<file path="src/rtl/switch_playback_sequencer.sv">
// switch_playback_sequencer
// Plays switch patterns from a FIFO onto the RF switch pins at a programmed dwell rate.
// After an accepted arm it waits for a sync strobe, then pops one pattern per dwell period
// and holds each on the switches for exactly D = max(dwell_cycles, 2) cycles.
//
// Ports:
//   clock, reset         - single clock; synchronous active-low reset
//   arm, abort, sync     - start request, stop request (highest priority), frame strobe
//   dwell_cycles         - hold time per pattern, latched at arm
//   num_patterns         - number of patterns to play, latched at arm
//   fifo_empty/fifo_data - FIFO read side; data valid the cycle after fifo_rd
//   fifo_rd              - combinational pop request, never asserted while fifo_empty
//   switches/_valid      - registered switch drive and pattern-active flag
//   busy, done, underrun - status: not idle, one-cycle completion pulse, sticky starvation
//   played_count         - patterns loaded since last accepted arm (saturating)
module switch_playback_sequencer #(
  parameter int unsigned NUM_SWITCHES = 7,
  parameter int unsigned DWELL_WIDTH  = 16,
  parameter int unsigned COUNT_WIDTH  = 16,
  parameter logic [NUM_SWITCHES-1:0] IDLE_PATTERN = '0
) (
  input  logic                    clock,
  input  logic                    reset,
  input  logic                    arm,
  input  logic                    abort,
  input  logic                    sync,
  input  logic [DWELL_WIDTH-1:0]  dwell_cycles,
  input  logic [COUNT_WIDTH-1:0]  num_patterns,
  input  logic                    fifo_empty,
  input  logic [NUM_SWITCHES-1:0] fifo_data,
  output logic                    fifo_rd,
  output logic [NUM_SWITCHES-1:0] switches,
  output logic                    switches_valid,
  output logic                    busy,
  output logic                    done,
  output logic                    underrun,
  output logic [COUNT_WIDTH-1:0]  played_count
);

  typedef enum logic [1:0] {StIdle, StWaitSync, StLoad, StDwell} state_e;

  localparam logic [DWELL_WIDTH-1:0] CntOne = DWELL_WIDTH'(1);
  localparam logic [DWELL_WIDTH-1:0] CntTwo = DWELL_WIDTH'(2);

  state_e                    state_q, state_d;
  logic [DWELL_WIDTH-1:0]    cnt_q, cnt_d;
  logic [DWELL_WIDTH-1:0]    dwell_q, dwell_d;
  logic [COUNT_WIDTH-1:0]    num_q, num_d;
  logic [COUNT_WIDTH-1:0]    count_q, count_d;
  logic [NUM_SWITCHES-1:0]   switches_q, switches_d;
  logic                      valid_q, valid_d;
  logic                      done_q, done_d;
  logic                      underrun_q, underrun_d;

  logic                      pending;
  logic [DWELL_WIDTH-1:0]    dwell_eff;
  logic [COUNT_WIDTH-1:0]    count_inc;

  assign pending   = (count_q < num_q);
  assign dwell_eff = (dwell_cycles < CntTwo) ? CntTwo : dwell_cycles;
  assign count_inc = (count_q == '1) ? count_q : count_q + 1'b1;

  always_comb begin
    state_d    = state_q;
    cnt_d      = cnt_q;
    dwell_d    = dwell_q;
    num_d      = num_q;
    count_d    = count_q;
    switches_d = switches_q;
    valid_d    = valid_q;
    underrun_d = underrun_q;
    done_d     = 1'b0;
    fifo_rd    = 1'b0;

    unique case (state_q)
      StIdle: begin
        // abort in the same cycle suppresses arm
        if (arm && !abort) begin
          dwell_d    = dwell_eff;
          num_d      = num_patterns;
          count_d    = '0;
          underrun_d = 1'b0;
          if (num_patterns == '0) begin
            done_d = 1'b1;
          end else begin
            state_d = StWaitSync;
          end
        end
      end
      StWaitSync: begin
        if (sync) begin
          if (!fifo_empty) begin
            fifo_rd = 1'b1;
            state_d = StLoad;
          end else begin
            underrun_d = 1'b1;
            done_d     = 1'b1;
            state_d    = StIdle;
          end
        end
      end
      StLoad: begin
        switches_d = fifo_data;
        valid_d    = 1'b1;
        count_d    = count_inc;
        cnt_d      = dwell_q;
        state_d    = StDwell;
      end
      StDwell: begin
        cnt_d = cnt_q - 1'b1;
        // pop two cycles ahead so the word is on fifo_data when cnt reaches 1
        if (cnt_q == CntTwo && pending) begin
          if (!fifo_empty) fifo_rd = 1'b1;
          else             underrun_d = 1'b1;
        end
        if (cnt_q == CntOne) begin
          if (pending && !underrun_q) begin
            switches_d = fifo_data;
            count_d    = count_inc;
            cnt_d      = dwell_q;
          end else begin
            switches_d = IDLE_PATTERN;
            valid_d    = 1'b0;
            done_d     = 1'b1;
            state_d    = StIdle;
          end
        end
      end
      default: state_d = StIdle;
    endcase

    // abort overrides everything; a word popped last cycle is simply never loaded
    if (abort && state_q != StIdle) begin
      fifo_rd    = 1'b0;
      state_d    = StIdle;
      cnt_d      = cnt_q;
      count_d    = count_q;
      underrun_d = underrun_q;
      switches_d = IDLE_PATTERN;
      valid_d    = 1'b0;
      done_d     = 1'b1;
    end
  end

  always_ff @(posedge clock) begin
    if (!reset) begin
      state_q    <= StIdle;
      cnt_q      <= '0;
      dwell_q    <= '0;
      num_q      <= '0;
      count_q    <= '0;
      switches_q <= IDLE_PATTERN;
      valid_q    <= 1'b0;
      done_q     <= 1'b0;
      underrun_q <= 1'b0;
    end else begin
      state_q    <= state_d;
      cnt_q      <= cnt_d;
      dwell_q    <= dwell_d;
      num_q      <= num_d;
      count_q    <= count_d;
      switches_q <= switches_d;
      valid_q    <= valid_d;
      done_q     <= done_d;
      underrun_q <= underrun_d;
    end
  end

  assign switches       = switches_q;
  assign switches_valid = valid_q;
  assign busy           = (state_q != StIdle);
  assign done           = done_q;
  assign underrun       = underrun_q;
  assign played_count   = count_q;

endmodule

</file>
<file path="config.mk">
export PLATFORM = sky130hd
export DESIGN_NAME = switch_playback_sequencer
export DESIGN_NICKNAME = d
export VERILOG_FILES = /design/src/rtl/switch_playback_sequencer.sv
export SDC_FILE = /design/constraint.sdc
export NUM_CORES = 1
export LEC_CHECK = 0
export BUFFER_PORTS_ARGS = -buffer_cell sky130_fd_sc_hd__buf_2
export CAP_MARGIN = 20
export CORE_MARGIN = 2
export CORE_UTILIZATION = 56
export CTS_CLUSTER_DIAMETER = 80
export DETAILED_ROUTE_END_ITERATION = 16
export HOLD_SLACK_MARGIN = 0.15
export PLACE_DENSITY = 0.82
export SLEW_MARGIN = 20
export SYNTH_ARGS = -nofsm -noshare
export SYNTH_HDL_FRONTEND = slang
export SYNTH_SLANG_ARGS = --single-unit
</file>
<file path="constraint.sdc">
create_clock -name clock -period 3.1 [get_ports clock]
set_clock_uncertainty 0.2 [all_clocks]
set_input_delay 0 -clock clock [delete_from_list [all_inputs] [get_ports clock]]
set_output_delay 0 -clock clock [all_outputs]
set_load 0.005 [all_outputs]
</file>
==> impl_metrics.tcl, run 1 <==
set metrics [dict create \
    outcome "completed" \
    r2r_end "cnt_q[3]" \
    nets 717 \
    htree_levels 3 \
    synth.avg_cell_area_um2 8.003 \
    required_ns 3.12 \
    n_antenna_cell 0 \
    cts_root_buffer "clkbuf_8" \
    relSlewSlack 0.4783 \
    first_pass_iters 5 \
    power_density_nw_per_um2 366.2 \
    grt_pass1_vias 4282 \
    clkSlewWorstSetupHoldPaths_ns 0.07 \
    synth_fp_nets 571 \
    yosys-top-cells-area "dfxtp_1 37%, nand2_1 8.6%, a21oi_1 6.9%" \
    clkPwrFrac 0.346 \
    synth_top_area_cell "dfxtp_1" \
    peakVddDrop_v 0.0003789 \
    slowest_delay_ns 0.58 \
    ys_seq_area_frac 0.3750 \
    regArea_um2 1521 \
    cts_buffer_depth 2 \
    drc 0 \
    hold_class "input pin to flop" \
    grt_max_degree 34 \
    timing.critical_path.buf_inv 2 \
    synthDistinctLibCells 60 \
    max_cap_violations 0 \
    yosysMostFrequentCell "nand2_1" \
    cts_sinks 76 \
    hold_start "fifo_data[2]" \
    globalplace.congestion 0.9003 \
    die_x_um 89.12 \
    postRouteAntennaNets 0 \
    core_area_um2 7137 \
    swShare 0.2643 \
    die_h_um 89.12 \
    start_util 0.5685 \
    synth_commonest_cells "93 x nand2_1, 76 x dfxtp_1, 56 x a21oi_1" \
    p_leak_nw 2.201 \
    die_area_um2 7942 \
    drive_above_1_share 0.1933 \
    p_sw_mw 0.5265 \
    r2r_start "num_q[13]" \
    hold_viol 0 \
    yosys.area.top_type_share 0.3750 \
    crit_cells 10 \
    hpwl_um 8108 \
    grt.total_usage 0.3353 \
    antenna_found_initial 0 \
    setup_viol_count_final 0 \
    std_cell_rows 31 \
    p_int_mw 1.465 \
    max_slew.worst_pin.slew_ns 0.7826 \
    worstSkewPairLatency_ns 0.36 \
    rr_worst_depth 10 \
    routedWlPerCell_um 16.98 \
    overflow 0 \
    tns_ns 0 \
    drv_slew 0 \
    numCtsBuffers 9 \
    synth_edf_count 0 \
    port_buffers 72 \
    ys_async_sr_fraction 0 \
    max_freq_mhz 329.8 \
    min_period_over_period 0.9780 \
    vias_per_cell 6.011 \
    syn-cell-area_um2 4058 \
    grt_pass1_wl_um 20530 \
    startpoint "num_q[13]" \
    reg2reg_slack_ns 0.07 \
    start_kind "flop" \
    routed_wl_um 12840 \
    ys_seq_elements 76 \
    p_seq_frac 0.513 \
    vias 4544 \
    ios 73 \
    crit_type "flop to flop" \
    worstPathCellList "inv_1 > ha_1 > nand4_1 > or3_1 > or4_4 > nand4_4 > and2_4 > buf_6 > mux2i_2 > o22ai_1" \
    cts_tree "yes" \
    slowest_stage "or4_4" \
    total_power_mw 1.992 \
    fill_cells 491 \
    holdPathEnd "switches[2]" \
    area_delta_synth_final_pct 34.07 \
    combPwrFrac 0.141 \
    arrival_ns 3.06 \
    synth_top_flop_cell "dfxtp_1" \
    critPathMaxFanout 9 \
    min_period_ns 3.032 \
    whs_path_depth 3 \
    ys_warn_count 0 \
    netlist_instances 507 \
    cp_top_family "simple AND/OR/NAND/NOR gates" \
    multi_input_area_um2 2321 \
    worstSetupEndpointType "flop" \
    drtIter0Drc 557 \
]
## flip-flops by register name, summed over array words and instances (netlist names), named ones only
signal / count
state_q: 1
dwell_q: 16
num_q: 16
switches: 7
played_count: 16
cnt_q: 16
done: 1
underrun: 1
switches_valid: 1
## per-stage QoR
step	hold slack, ns	instance area [um^2]	util	setup WS [ns]	cells
CTS	0.1964	5414	0.7586	0.03677	754
global placement	0.01805	4593	0.6436	0.2105	674
floorplan	-0.1647	4058	-	0.2923	507
detailed placement	0.01331	4593	0.6436	0.04210	674
finish	0.2044	5440	0.7623	0.06805	756
global route	0.2141	5440	0.7623	-0.01052	756
## metal layers
metal,GRT usage,up-vias,part of all wire
met5,0,-,0
met4,0.1262,0,0.025
met1,0.4590,2143,0.44
met2,0.5205,255,0.45
met3,0.07202,28,0.083
li1,-,2118,-
## layout by cell type (no fill, tap or decap), types with 3 or more instances in the layout
cell type / netlist / final
nand2_1: 93 / 93
nor2b_1: 4 / 4
xnor2_1: 7 / 7
nand4_1: 17 / 17
mux2i_1: 4 / 3
or4_1: 7 / 7
buf_2: 3 / 72
or3_1: 8 / 8
nor3_1: 9 / 9
a211oi_1: 6 / 6
a22o_1: 7 / 7
nand3_1: 23 / 23
a31oi_1: 3 / 3
dfxtp_1: 76 / 76
nand2b_1: 4 / 4
nor4_1: 10 / 10
ha_1: 19 / 19
o22ai_1: 6 / 6
clkbuf_1: 20 / 3
a21oi_1: 56 / 56
o31ai_1: 3 / 3
o21ai_0: 15 / 15
nand3b_1: 3 / 3
and2_1: 4 / 3
nor2_1: 24 / 23
buf_4: 0 / 25
dlygate4sd3_1: 0 / 65
clkbuf_8: 0 / 11
and3_1: 4 / 4
inv_1: 25 / 25
## what timing repair did
item | 4_1_cts | 5_1_grt
resized for setup | 0 | 4
setup endpoints to repair | 0 | 13
endpoints found under the hold margin | 62 | 0
setup buffers | 0 | 2
hold buffers | 65 | 0
## how the worst max path moves through the flow
stage | to | slack, ns
floorplan | cnt_q[6] | 0.29
global placement | cnt_q[6] | 0.21
detailed placement | cnt_q[3] | 0.04
CTS | cnt_q[3] | 0.04
global route | cnt_q[3] | -0.01
finish | cnt_q[3] | 0.07
## cell type report
class	instances	share of cell area
timing repair buffer	163	0.2224
clock buffer	14	0.02990
inverter	25	0.01725
tap	99	0.02277
multi-input combinational	378	0.4266
sequential	76	0.2797
clock inverter	1	0.001380
## worst reg2reg max path: stages (launching register included)
cell,delay (ns)
dfxtp_1,0.36
inv_1,0.06
ha_1,0.29
nand4_1,0.15
or3_1,0.37
or4_4,0.58
nand4_4,0.18
and2_4,0.20
buf_6,0.16
mux2i_2,0.25
o22ai_1,0.12
## kinds of logic after synthesis
kind of cell             count (synthesis)  share of synthesized area
adder cells (fa/ha/maj)                 19                    0.05859
AO/OA/AOI/OAI                          124                     0.2017
XOR/XNOR                                 7                    0.01511
flip-flops                              76                     0.3750
buffers and inverters                   53                    0.05550
AND/OR/NAND/NOR                        224                     0.2843
multiplexers                             4                   0.009868
## power groups by stage
stage               Sequential [mW]  Clock, mW  Combinational, mW
finish                         1.02      0.689              0.281
global route                   1.02      0.731              0.307
CTS                            1.02      0.690              0.268
detailed placement             1.04          0              0.205
global placement               1.04          0              0.199
floorplan                      1.04          0              0.133
No activity file was read; power rests on OpenSTA's default activity.
==> run 2: changes to the inputs <==
ABC_AREA = 1   (was unset)
==> impl_metrics.tcl, run 2 <==
set metrics [dict create \
    final_util 0.7567 \
    cts_root_buffer "clkbuf_8" \
    ys_seq_area_frac 0.3607 \
    cts_sinks 76 \
    min_period_over_period 0.9158 \
    p_leak_nw 2.456 \
    synth.avg_cell_area_um2 7.125 \
    cts_tree "yes" \
    start_util 0.5784 \
    max_slew.worst_pin.slew_ns 0.5947 \
    ys_seq_elements 76 \
    nets 787 \
    total_power_mw 2.312 \
    first_pass_iters 6 \
    routed_wl_um 12840 \
    design_area_um2 5518 \
    relSlewSlack 0.6020 \
    max_cap_violations 0 \
    n_antenna_cell 0 \
    ys_warn_count 0 \
    die_h_um 90.79 \
    whs_path_depth 4 \
    synth_edf_count 0 \
    arrival_ns 2.90 \
    required_ns 3.16 \
    worstSkewPairLatency_ns 0.36 \
    hold_viol 0 \
    synthDistinctLibCells 38 \
    synth_commonest_cells "107 x nand2_1, 76 x dfxtp_1, 65 x nor2_1" \
    final_cells 827 \
    crit_type "flop to flop" \
    antenna_found_initial 0 \
    die_x_um 90.79 \
    grt_setup_unrepaired "no" \
    hpwl_um 7830 \
    tns_ns 0 \
    use_met2 0.5522 \
    synth_top_area_cell "dfxtp_1" \
    globalplace.congestion 0.9744 \
    critPathMaxFanout 7 \
    final_cell_mix "107 x nand2_1, 76 x dfxtp_1, 72 x buf_2" \
    grt_pass1_vias 4452 \
    busiest_layer "met2" \
    grt.total_usage 0.3143 \
    netlist_instances 592 \
    start_kind "flop" \
    rr_worst_depth 12 \
    synth_fp_nets 656 \
    cts_buffer_depth 2 \
    post_cts_buffers 0 \
    yosysMostFrequentCell "nand2_1" \
    yosys-top-cells-area "dfxtp_1 36%, nand2_1 9.5%, a21oi_1 6.8%" \
    grt_max_degree 64 \
    placed_cell_area_um2 4631 \
    power_density_nw_per_um2 419.0 \
    yosys.area.top_type_share 0.3607 \
    final_common_cell "nand2_1" \
    dp.cells 745 \
    drtIter0Drc 323 \
    grt_pass1_wl_um 21100 \
    synth_top_flop_cell "dfxtp_1" \
    vias_per_cell 5.507 \
    ios 73 \
    clkSlewWorstSetupHoldPaths_ns 0.08 \
    drc 0 \
    core_area_um2 7292 \
    die_area_um2 8242 \
    overflow 0 \
    drive_above_1_share 0.1648 \
    grt_use_met3 0.04591 \
    ys_async_sr_fraction 0 \
    reg2reg_slack_ns 0.26 \
    drv_slew 0 \
    htree_levels 3 \
    max_freq_mhz 352.2 \
    worstSetupEndpointType "flop" \
    numCtsBuffers 9 \
    grtUsageMet1 0.3969 \
    port_buffers 72 \
    setup_viol_count_final 0 \
    hold_class "input pin to flop" \
    area_delta_synth_final_pct 30.82 \
    std_cell_rows 31 \
    vias 4554 \
    postRouteAntennaNets 0 \
    syn-cell-area_um2 4218 \
    min_period_ns 2.839 \
    routedWlPerCell_um 15.52 \
    peakVddDrop_v 0.0002857 \
    outcome "completed" \
]
==> run 2: cell count changes in the layout (fill, tap and decap cells not counted), sizes merged, moves of 6 or more <==
cell and change:
nor2 +42, inv +39, nand2 +24, buf -21, nand3 +20, xor2 +16, o21ai +15, a21oi +9
or3 -8, or4 -8, a211oi +7, a22o -7, o22ai -6
==> run 2: path summary, 6_finish.rpt <==
check                  startpoint           to
setup reg to reg  played_count[9]         done
hold reg to reg          num_q[1]     num_q[1]
setup / recovery  played_count[9]         done
hold / removal       fifo_data[4]  switches[4]
==> run 2: final cells by class <==
class	count	area, um^2
multi-input combinational	428	2342
sequential	76	1521
inverter	65	247.7
timing repair buffer	143	1059
clock inverter	5	82.58
fill	575	1774
clock buffer	11	141.4
tap	99	123.9
==> run 2: timing repair <==
item,4_1_cts,5_1_grt
resized for setup,0,2
setup endpoints to repair,0,12
endpoints found under the hold margin,50,0
hold buffers,66,0
==> run 2: metrics by stage <==
step | setup WS, ns | hold WS (ns)
final | 0.2609 | 0.2658
after global routing | 0.1346 | 0.2709
after CTS | 0.3074 | 0.2343
after detailed placement | 0.4093 | 0.05931
after global placement | 0.5533 | 0.05119
after floorplan | 0.8394 | -0.1646
==> run 2: power breakdown <==
group / switching (mW) / internal, mW
clock network: 0.388 / 0.480
logic: 0.227 / 0.172
registers: 0.0237 / 1.02
total: 0.639 / 1.67
==> run 2: critical path, stage by stage (launching register included) <==
cell and delay (ns):
dfxtp_1 0.51, ha_1 0.31, nand2_1 0.07, inv_1 0.04, o21bai_1 0.10, a21oi_1 0.08, nor2_1 0.22, nand3_1 0.16
nand3b_1 0.16, o2111ai_1 0.17, nand2_1 0.11, dlygate4sd3_1 0.56, inv_1 0.04
==> run 2: routing by layer <==
metal / vias up / wire, um
met5: - / 0
met4: 0 / 220
met3: 27 / 922
met2: 217 / 6244
met1: 2079 / 5449
li1: 2231 / -
==> run 2: logic make-up (layout without fill, tap and decap cells) <==
group | count (synthesis) | count (layout) | synth area share
xor+xnor | 26 | 26 | 0.05399
simple gates | 269 | 269 | 0.2907
buf+inv | 88 | 224 | 0.08395
fa+ha+maj | 19 | 19 | 0.05636
compound gates | 114 | 114 | 0.1543
flops | 76 | 76 | 0.3607
